File: config.mk
export PLATFORM = sky130hd
export DESIGN_NAME = uart_rx_flat
export DESIGN_NICKNAME = d
export VERILOG_FILES = /design/src/rtl/uart_pkg.sv /design/src/rtl/uart_rx_if.sv /design/src/rtl/uart_sync2.sv /design/src/rtl/uart_rx.sv /design/src/flat_wrapper.sv
export SDC_FILE = /design/constraint.sdc
export NUM_CORES = 1
export LEC_CHECK = 0
export CORE_MARGIN = 2
export CORE_UTILIZATION = 45
export DETAILED_ROUTE_END_ITERATION = 10
export PLACE_DENSITY = 0.69
export SLEW_MARGIN = 10
export SYNTH_ARGS = -nofsm -noshare
export SYNTH_HDL_FRONTEND = slang
export SYNTH_SLANG_ARGS = --single-unit
File: constraint.sdc
create_clock -name clk -period 2.29 [get_ports clk]
set_clock_uncertainty 0.1 [all_clocks]
set_input_delay 0.458 -clock clk [delete_from_list [all_inputs] [get_ports clk]]
set_output_delay 0.458 -clock clk [all_outputs]
set_load 0.005 [all_outputs]
File: src/rtl/uart_pkg.sv
// Shared UART definitions: FSM state encoding and frame constants.
// Used by uart_rx now; uart_tx is to be migrated onto the same package.
package uart_pkg;
    localparam int   UART_DATA_BITS  = 8;
    localparam logic UART_IDLE_LEVEL = 1'b1;

    typedef enum logic [2:0] {
        IDLE,
        START,
        DATA,
        PARITY,
        STOP
    } uart_state_t;
endpackage

File: src/rtl/uart_rx_if.sv
// Receiver-side UART signal bundle. The slave modport is the receiver and the master modport is the line driver/consumer.
// The parity_err signal exists only when UART_RX_PARITY_EN is defined.
interface uart_rx_if;
    logic       rx;
    logic [7:0] data_out;
    logic       valid;
    logic       busy;
    logic       frame_err;
`ifdef UART_RX_PARITY_EN
    logic       parity_err;

    modport slave  (input rx, output data_out, valid, busy, frame_err, parity_err);
    modport master (output rx, input data_out, valid, busy, frame_err, parity_err);
`else
    modport slave  (input rx, output data_out, valid, busy, frame_err);
    modport master (output rx, input data_out, valid, busy, frame_err);
`endif
endinterface

File: src/rtl/uart_sync2.sv
// Generic 2-flop synchronizer for asynchronous single-bit inputs.
// RST_VAL sets the value both flops take during reset.
module uart_sync2 #(
    parameter logic RST_VAL = 1'b1
) (
    input  logic clk,
    input  logic rst,
    input  logic i_d,
    output logic o_q
);
    logic r_meta;
    logic r_q;

    always_ff @(posedge clk) begin
        if (rst) begin
            r_meta <= RST_VAL;
            r_q    <= RST_VAL;
        end else begin
            r_meta <= i_d;
            r_q    <= r_meta;
        end
    end

    assign o_q = r_q;
endmodule

File: src/rtl/uart_rx.sv
// 8N1 UART receiver with mid-bit sampling. Defining UART_RX_PARITY_EN adds one even-parity bit and the parity_err output.
// A frame ends at mid-stop-bit, so back-to-back frames are accepted.
module uart_rx
    import uart_pkg::*;
#(
    parameter int CLKS_PER_BIT = 16,
    parameter int DATA_BITS    = UART_DATA_BITS
) (
    input  logic      clk,
    input  logic      rst,
    uart_rx_if.slave  io_uart
);
    localparam int              CW       = $clog2(CLKS_PER_BIT + 1);
    localparam logic [CW-1:0]   HALF_M1  = CW'(CLKS_PER_BIT / 2 - 1);
    localparam logic [CW-1:0]   FULL_M1  = CW'(CLKS_PER_BIT - 1);
    localparam logic [CW-1:0]   FULL     = CW'(CLKS_PER_BIT);
    localparam logic [2:0]      BIT_LAST = 3'(DATA_BITS - 1);

    uart_state_t          r_state;
    logic [CW-1:0]        r_cnt;
    logic [2:0]           r_bit;
    logic [DATA_BITS-1:0] r_shift;
    logic [DATA_BITS-1:0] r_data_out;
    logic                 r_rx_prev;
    logic                 r_stop_bit;
    logic                 r_valid;
    logic                 r_busy;
    logic                 r_frame_err;
    logic                 w_rx_s;
    logic                 w_par_bad;

    uart_sync2 #(.RST_VAL(UART_IDLE_LEVEL)) u_sync (
        .clk (clk),
        .rst (rst),
        .i_d (io_uart.rx),
        .o_q (w_rx_s)
    );

`ifdef UART_RX_PARITY_EN
    logic r_par_bit;
    logic r_parity_err;
    // Even parity: data bits plus the parity bit must contain an even number of ones.
    assign w_par_bad          = ^{r_shift, r_par_bit};
    assign io_uart.parity_err = r_parity_err;
`else
    assign w_par_bad = 1'b0;
`endif

    always_ff @(posedge clk) begin
        if (rst) begin
            r_state     <= IDLE;
            r_cnt       <= '0;
            r_bit       <= '0;
            r_shift     <= '0;
            r_data_out  <= '0;
            r_rx_prev   <= UART_IDLE_LEVEL;
            r_stop_bit  <= 1'b0;
            r_valid     <= 1'b0;
            r_busy      <= 1'b0;
            r_frame_err <= 1'b0;
`ifdef UART_RX_PARITY_EN
            r_par_bit    <= 1'b0;
            r_parity_err <= 1'b0;
`endif
        end else begin
            r_valid     <= 1'b0;
            r_frame_err <= 1'b0;
`ifdef UART_RX_PARITY_EN
            r_parity_err <= 1'b0;
`endif
            r_rx_prev   <= w_rx_s;
            case (r_state)
                IDLE: begin
                    // A true falling edge is required, so a held break cannot restart a frame.
                    if (r_rx_prev && !w_rx_s) begin
                        r_state <= START;
                        r_cnt   <= '0;
                        r_bit   <= '0;
                        r_busy  <= 1'b1;
                    end
                end
                START: begin
                    if (r_cnt == HALF_M1) begin
                        r_cnt <= '0;
                        if (!w_rx_s) begin
                            r_state <= DATA;
                        end else begin
                            r_state <= IDLE;
                            r_busy  <= 1'b0;
                        end
                    end else begin
                        r_cnt <= r_cnt + 1'b1;
                    end
                end
                DATA: begin
                    if (r_cnt == FULL_M1) begin
                        r_cnt   <= '0;
                        r_shift <= {w_rx_s, r_shift[DATA_BITS-1:1]};
                        if (r_bit == BIT_LAST) begin
`ifdef UART_RX_PARITY_EN
                            r_state <= PARITY;
`else
                            r_state <= STOP;
`endif
                        end else begin
                            r_bit <= r_bit + 1'b1;
                        end
                    end else begin
                        r_cnt <= r_cnt + 1'b1;
                    end
                end
`ifdef UART_RX_PARITY_EN
                PARITY: begin
                    if (r_cnt == FULL_M1) begin
                        r_cnt     <= '0;
                        r_par_bit <= w_rx_s;
                        r_state   <= STOP;
                    end else begin
                        r_cnt <= r_cnt + 1'b1;
                    end
                end
`endif
                STOP: begin
                    // Sample the stop bit at mid-bit, then strobe on the following cycle.
                    if (r_cnt == FULL_M1) begin
                        r_stop_bit <= w_rx_s;
                        r_cnt      <= r_cnt + 1'b1;
                    end else if (r_cnt == FULL) begin
                        r_state     <= IDLE;
                        r_cnt       <= '0;
                        r_busy      <= 1'b0;
                        r_frame_err <= !r_stop_bit;
`ifdef UART_RX_PARITY_EN
                        r_parity_err <= w_par_bad;
`endif
                        if (r_stop_bit && !w_par_bad) begin
                            r_data_out <= r_shift;
                            r_valid    <= 1'b1;
                        end
                    end else begin
                        r_cnt <= r_cnt + 1'b1;
                    end
                end
                default: begin
                    r_state <= IDLE;
                    r_busy  <= 1'b0;
                end
            endcase
        end
    end

    assign io_uart.data_out  = r_data_out;
    assign io_uart.valid     = r_valid;
    assign io_uart.busy      = r_busy;
    assign io_uart.frame_err = r_frame_err;
endmodule

File: src/flat_wrapper.sv
// flat-port wrapper written by rule: the top's interface ports become plain ports
module uart_rx_flat import uart_pkg::*;
#(
    parameter int CLKS_PER_BIT = 16,
    parameter int DATA_BITS    = UART_DATA_BITS
)
  (clk, rst, io_uart_rx, io_uart_data_out, io_uart_valid, io_uart_busy, io_uart_frame_err);
  uart_rx_if io_uart_i ();
  input  logic clk;
  input  logic rst;
  input wire logic [$bits(io_uart_i.rx)-1:0] io_uart_rx;
  output wire logic [$bits(io_uart_i.data_out)-1:0] io_uart_data_out;
  output wire logic [$bits(io_uart_i.valid)-1:0] io_uart_valid;
  output wire logic [$bits(io_uart_i.busy)-1:0] io_uart_busy;
  output wire logic [$bits(io_uart_i.frame_err)-1:0] io_uart_frame_err;
  assign io_uart_i.rx = io_uart_rx;
  assign io_uart_data_out = io_uart_i.data_out;
  assign io_uart_valid = io_uart_i.valid;
  assign io_uart_busy = io_uart_i.busy;
  assign io_uart_frame_err = io_uart_i.frame_err;
  uart_rx #(.CLKS_PER_BIT(CLKS_PER_BIT), .DATA_BITS(DATA_BITS)) u_core (.clk(clk), .rst(rst), .io_uart(io_uart_i));
endmodule
### Word level (Yosys, flattened, before mapping)

Cells that the tools add are included.

* add/subtract/negate cells: 2
* equality and inequality tests: 15
* multiplexer cells: 25
* bitwise gates (word level): 4
* reductions and logical operators: 14

Operators by type and width (count)
* two-way mux 3 bit: 9
* two-way mux 5 bit: 5
* case mux 5 bit (4 select lines): 1
* case mux 3 bit (4 select lines): 1
* AND reduction 6 bit: 2
* inequality test 2 x 1 -> 1 bit, second input constant: 5
* AND reduction 4 bit: 2
* == test 3 bit, second input constant: 2
* two-way mux 1 bit: 6
* inequality test 2 bit, second input constant: 3
* case mux 3 bit (2 select lines): 1
* AND reduction 2 bit: 3
* adder 5 x 1 -> 5 bit, second input constant: 1
* == test 5 x 3 -> 1 bit, second input constant: 1
* == test 5 x 4 -> 1 bit, second input constant: 1
* == test 5 bit, second input constant: 1
* NOT 1 bit: 4
* case mux 1 bit (4 select lines): 1
* nonzero test 4 bit: 1
* OR reduction 4 bit: 1
* adder 3 x 1 -> 3 bit, second input constant: 1
* == test 3 x 1 -> 1 bit, second input constant: 1
* == test 3 x 2 -> 1 bit, second input constant: 1
* logical NOT 3 bit: 1
* 4 further kinds: 5

* bits in registers: 34
* input bits: 3

### Longest topological paths before layout

* word-level depth: 4
* gate-level depth with buffers: 8
* depth with buffers taken out: 8

### Modules after synthesis

From an unflattened synthesis, not the netlist that was laid out.

* cell total of the unflattened synthesis: 173
* area, all modules: 1515.2 um2

Modules (own cells, without submodules)
* uart_rx: instances 1, cells each 169, area an instance 1462.7 um2
* uart_sync2: instances 1, cells each 4, area an instance 52.6 um2

### Worst setup path after synthesis

Ideal clock, no wire load.

* kind: flip-flop to flip-flop
* from: reg u_core.r_cnt[0]
* to: reg u_core.r_state[1]
* library setup time: 72 ps
* arrival: 1840 ps
* required time: 2118 ps
* path slack: 278 ps
* stages on the path, launching flop included: 9
* path buffers: 0
* clock period less this slack: 2012 ps
* cells stage by stage: dfxtp_1 -> ha_1 -> nand3_1 -> inv_1 -> ha_1 -> nor4b_4 -> a21oi_2 -> a211oi_2 -> mux2i_1

* word-level cells in the longest chain between the ends: 3
* elaborated cells on any way between the ends: 8

Ends and longest elaborated chain
* start, declared: line uart_rx.sv:20 `logic [CW-1:0] r_cnt;`
* start signal, assigned: line uart_rx.sv:92 `r_cnt <= r_cnt + 1'b1;`
* start signal, assigned: line uart_rx.sv:109 `r_cnt <= r_cnt + 1'b1;`
* start signal, assigned: line uart_rx.sv:127 `r_cnt <= r_cnt + 1'b1;`
* == test 5 x 4 -> 1 bit, or another cell as far along: line uart_rx.sv:96, uart_rx.sv:125
* inequality test 2 bit (no line) or inequality test 2 x 1 -> 1 bit (tied branches)
* AND reduction 6 bit (no line) *
* end signal, assigned: line uart_rx.sv:103 `r_state <= STOP;`
* end signal, assigned: line uart_rx.sv:129 `r_state <= IDLE;`
* end signal, assigned: line uart_rx.sv:145 `r_state <= IDLE;`
* end, declared: line uart_rx.sv:19 `uart_state_t r_state;`

Every way passes the cells marked *; elsewhere a longest branch is shown, timed or not.
A chain may end at the register's enable or synchronous reset.

### Worst setup path in the final report

* from: reg u_core.r_cnt[1]
* to: reg u_core.r_data_out[6], in the netlist u_core.io_uart.data_out[6]

* word-level cells in the longest chain between the ends: 3
* elaborated cells on any way between the ends: 4

Ends and longest elaborated chain
* == test 5 x 4 -> 1 bit: line uart_rx.sv:125 `if (r_cnt == FULL_M1) begin`
* NOT 1 bit (no line)
* AND reduction 4 bit (no line) *
* end signal, assigned: line uart_rx.sv:137 `r_data_out <= r_shift;`
* end, declared: line uart_rx.sv:23 `logic [DATA_BITS-1:0] r_data_out;`

Marks and branches as above.

==> impl_metrics.py <==
metrics = {
    "yosys": {
        "synth_top_area_share_pct": 42.60,
        "syn-mean-instance-area_um2": 9.183,
        "yosys.area.top_type": "dfxtp_1",
        "ys_ff_latch": 34,
        "syn-num-nets": 183,
        "synthCells": 174,
        "synth.cell_area_um2": 1598,
        "ys.flop_type": "dfxtp_1",
        "ys_seq_area_share_pct": 42.60,
        "async_flop_share_pct": 0,
        "yosysUniqueCellTypes": 42,
        "netlist_top_cells_area": "dfxtp_1 43%, mux2i_1 8.1%, nand2_1 5.4%, a21oi_1 5.0%, ha_1 4.7%",
        "synth_edf_count": 0,
        "yosys_warnings": 0,
    },
    "detailed_routing": {
        "drtIter0Drc": 51,
        "antenna_left": 0,
        "wl_per_cell_um": 13.23,
        "dr.pass1.iters": 4,
        "via_per_inst": 5.198,
        "vias": 1232,
        "drt_wl_total_mm": 3.136,
        "drc_errors": 0,
    },
    "global_routing": {
        "grt_max_degree": 34,
        "grt_pass1_vias": 1198,
        "grt_overflow": 0,
        "grt_pass1_wl_mm": 5.492,
        "antenna_found_initial": 0,
        "grt_usage_pct": 17.53,
    },
    "floorplan": {
        "start_util_pct": 47.51,
        "rows": 21,
        "die_area_um2": 4043,
        "die_y_um": 63.59,
        "io_pins": 14,
        "die_w_um": 63.59,
        "core_um2": 3363,
    },
    "power_and_ir_drop": {
        "p_per_area_nw_per_um2": 549.0,
        "seqPwrFrac_pct": 59.4,
        "intPower_uw": 770.7,
        "leakagePower_nw": 0.7633,
        "peakVddDrop_mv": 0.3724,
        "power_switching_share_pct": 24.20,
        "power_frac_comb_pct": 5.7,
        "pwr-share-clk_pct": 34.9,
        "power_mw": 1.017,
        "switchingPower_uw": 246.0,
    },
    "sta": {
        "slew_headroom_pct": 68.02,
        "tightest_slew_ns": 0.4790,
        "finalCritPeriodShare_pct": 91.68,
        "hold_viol_final": 0,
        "setup_viol": 0,
        "rsz0062_at_grt": "false",
        "slew_viol_final": 0,
        "period_minus_slack_ns": 2.099,
        "setup_tns_ns": 0,
        "finalWorstSetupSlack_ns": 0.1906,
        "clock.fmax_ghz": 0.4763,
    },
    "status": {
        "status": "completed",
    },
    "finish": {
        "nNetsFinal": 199,
        "area_delta_synth_final_pct": 15.90,
        "final_cell_area_um2": 1852,
        "drive_gt1_share_pct": 14.66,
        "final_cells": 237,
        "diodes": 0,
    },
    "clock_network": {
        "root_buffer": "clkbuf_4",
        "h-tree-depth": 2,
        "clock_latency_ns": 0.35,
        "clk_path_buf_depth": 2,
        "cts_tree": "built",
        "cts_buffers": 5,
        "cts.sinks": 34,
        "clk_transition_reported_paths_ns": 0.12,
    },
    "run": {
        "drv_cap": 0,
    },
    "placed_design": {
        "place_ws_ns": 0.1317,
        "port_buffers": 13,
        "placed_area_um2": 1774,
        "placed_cells": 228,
        "dp_hpwl_mm": 2.210,
        "gp_congestion": 0.8690,
    },
    "setup_path": {
        "worstPathCellList": "ha_2 -> nand3_1 -> inv_1 -> ha_1 -> nor4b_4 -> buf_4 -> nand4_4 -> mux2i_1 -> nor2_1",
        "crit_required_ns": 2.41,
        "path_class": "reg2reg",
        "cp.arrival_ns": 2.22,
        "worstSetupEndpointType": "flip-flop",
        "r2r_slack_ns": 0.19,
        "cp_slowest_cell": "dfxtp_1",
        "critPathLaunchType": "flip-flop",
        "crit_fanout": 8,
        "max_stage_delay_ns": 0.35,
    },
    "hold_path": {
        "worstHoldPathType": "reg2reg",
    },
}
## power by group through the flow
stage	clock [mW]	combinational, mW	sequential [mW]
after floorplan	0	0.0435	0.614
after global placement	0	0.0536	0.617
after detailed placement	0	0.0559	0.617
after CTS	0.368	0.0559	0.604
after global routing	0.395	0.0640	0.605
final	0.355	0.0576	0.604
## per-stage QoR
stage	util (%)	hold WS, ns
finish	55.06	0.3256
global placement	52.75	0.2962
floorplan	-	0.2895
detailed placement	52.75	0.3065
global route	55.06	0.3445
CTS	54.65	0.3314
## cell usage after synthesis (2+ instances only)
cell type / count
dfxtp_1: 34
nand2_1: 23
nor2_1: 18
a21oi_1: 16
mux2i_1: 13
ha_1: 6
clkbuf_1: 5
inv_1: 5
nor3_1: 4
a21o_1: 3
and3_1: 3
buf_2: 3
nand2b_1: 3
nand3_1: 3
nor2b_1: 2
nor3b_1: 2
o21ai_1: 2
o22ai_1: 2
or2_2: 2
or3b_1: 2
or3b_2: 2
## state kept, by name, summed over array words and instances, names as in the netlist, 3 cells and up
signal,cells
u_core.io_uart.data_out,8
u_core.r_state,3
u_core.r_shift,8
u_core.r_bit,3
u_core.r_cnt,5
## placed cells by master (no fill, tap or decap), drive strengths merged, types with 3 or more instances in the layout
master,netlist,final
dfxtp,34,34
nand2,23,23
nor2,19,19
a21oi,17,17
mux2i,13,13
clkdlybuf4s50,0,13
ha,6,6
clkbuf,5,6
inv,5,5
buf,4,5
nor3,4,4
or3b,4,4
nand3,3,3
and3,3,3
nand2b,3,3
a21o,3,3
nor3b,3,3
or2,3,3
## worst max-delay path, delay by kind of cell (launching register included)
| family | cells | cell delay [ns] |
|---|---|---|
| DFF | 1 | 0.35 |
| adders and majority gates | 2 | 0.42 |
| and+or+nand+nor | 4 | 0.65 |
| muxes | 1 | 0.22 |
| buffers and inverters | 2 | 0.24 |
## cell families (layout without fill, tap and decap cells)
group / Yosys count / after routing / share of synthesized area [%]
AO/OA/AOI/OAI: 31 / 31 / 13.70
buffers and inverters: 14 / 31 / 3.759
adder cells (fa/ha/maj): 7 / 7 / 5.325
multiplexers: 13 / 13 / 8.144
AND/OR/NAND/NOR: 75 / 75 / 26.47
flip-flops: 34 / 34 / 42.60
## layer usage
layer / global-route usage, % / wire, um
met1: 21.90 / 1474
met2: 27.76 / 1487
met3: 6.071 / 126
met4: 6.522 / 48
met5: 0 / 0
## cell type report
| type | instances | area [um2] |
|---|---|---|
| Sequential cell | 34 | 680.7 |
| Inverter | 5 | 18.77 |
| Tap cell | 46 | 57.56 |
| Clock buffer | 6 | 51.30 |
| Fill cell | 326 | 1511 |
| Clock inverter | 2 | 12.51 |
| Multi-Input combinational cell | 126 | 863.3 |
| Timing Repair Buffer | 18 | 167.7 |
## final timing paths
kind / cells past startpoint / start / end
max: 9 / u_core.r_cnt[1]$_SDFFE_PP0P_ / u_core.io_uart.data_out[6]$_SDFFE_PP0P_
min: 1 / u_core.u_sync.r_meta$_SDFF_PP1_ / u_core.u_sync.o_q$_SDFF_PP1_
max reg2reg: 9 / u_core.r_cnt[1]$_SDFFE_PP0P_ / u_core.io_uart.data_out[6]$_SDFFE_PP0P_
min reg2reg: 1 / u_core.u_sync.r_meta$_SDFF_PP1_ / u_core.u_sync.o_q$_SDFF_PP1_
## what timing repair did
action	CTS	global route
setup buffers	0	1
endpoints found under the setup margin	0	11
hold buffers	0	0
resized for setup	0	2
No activity file was read; power rests on OpenSTA's default activity.
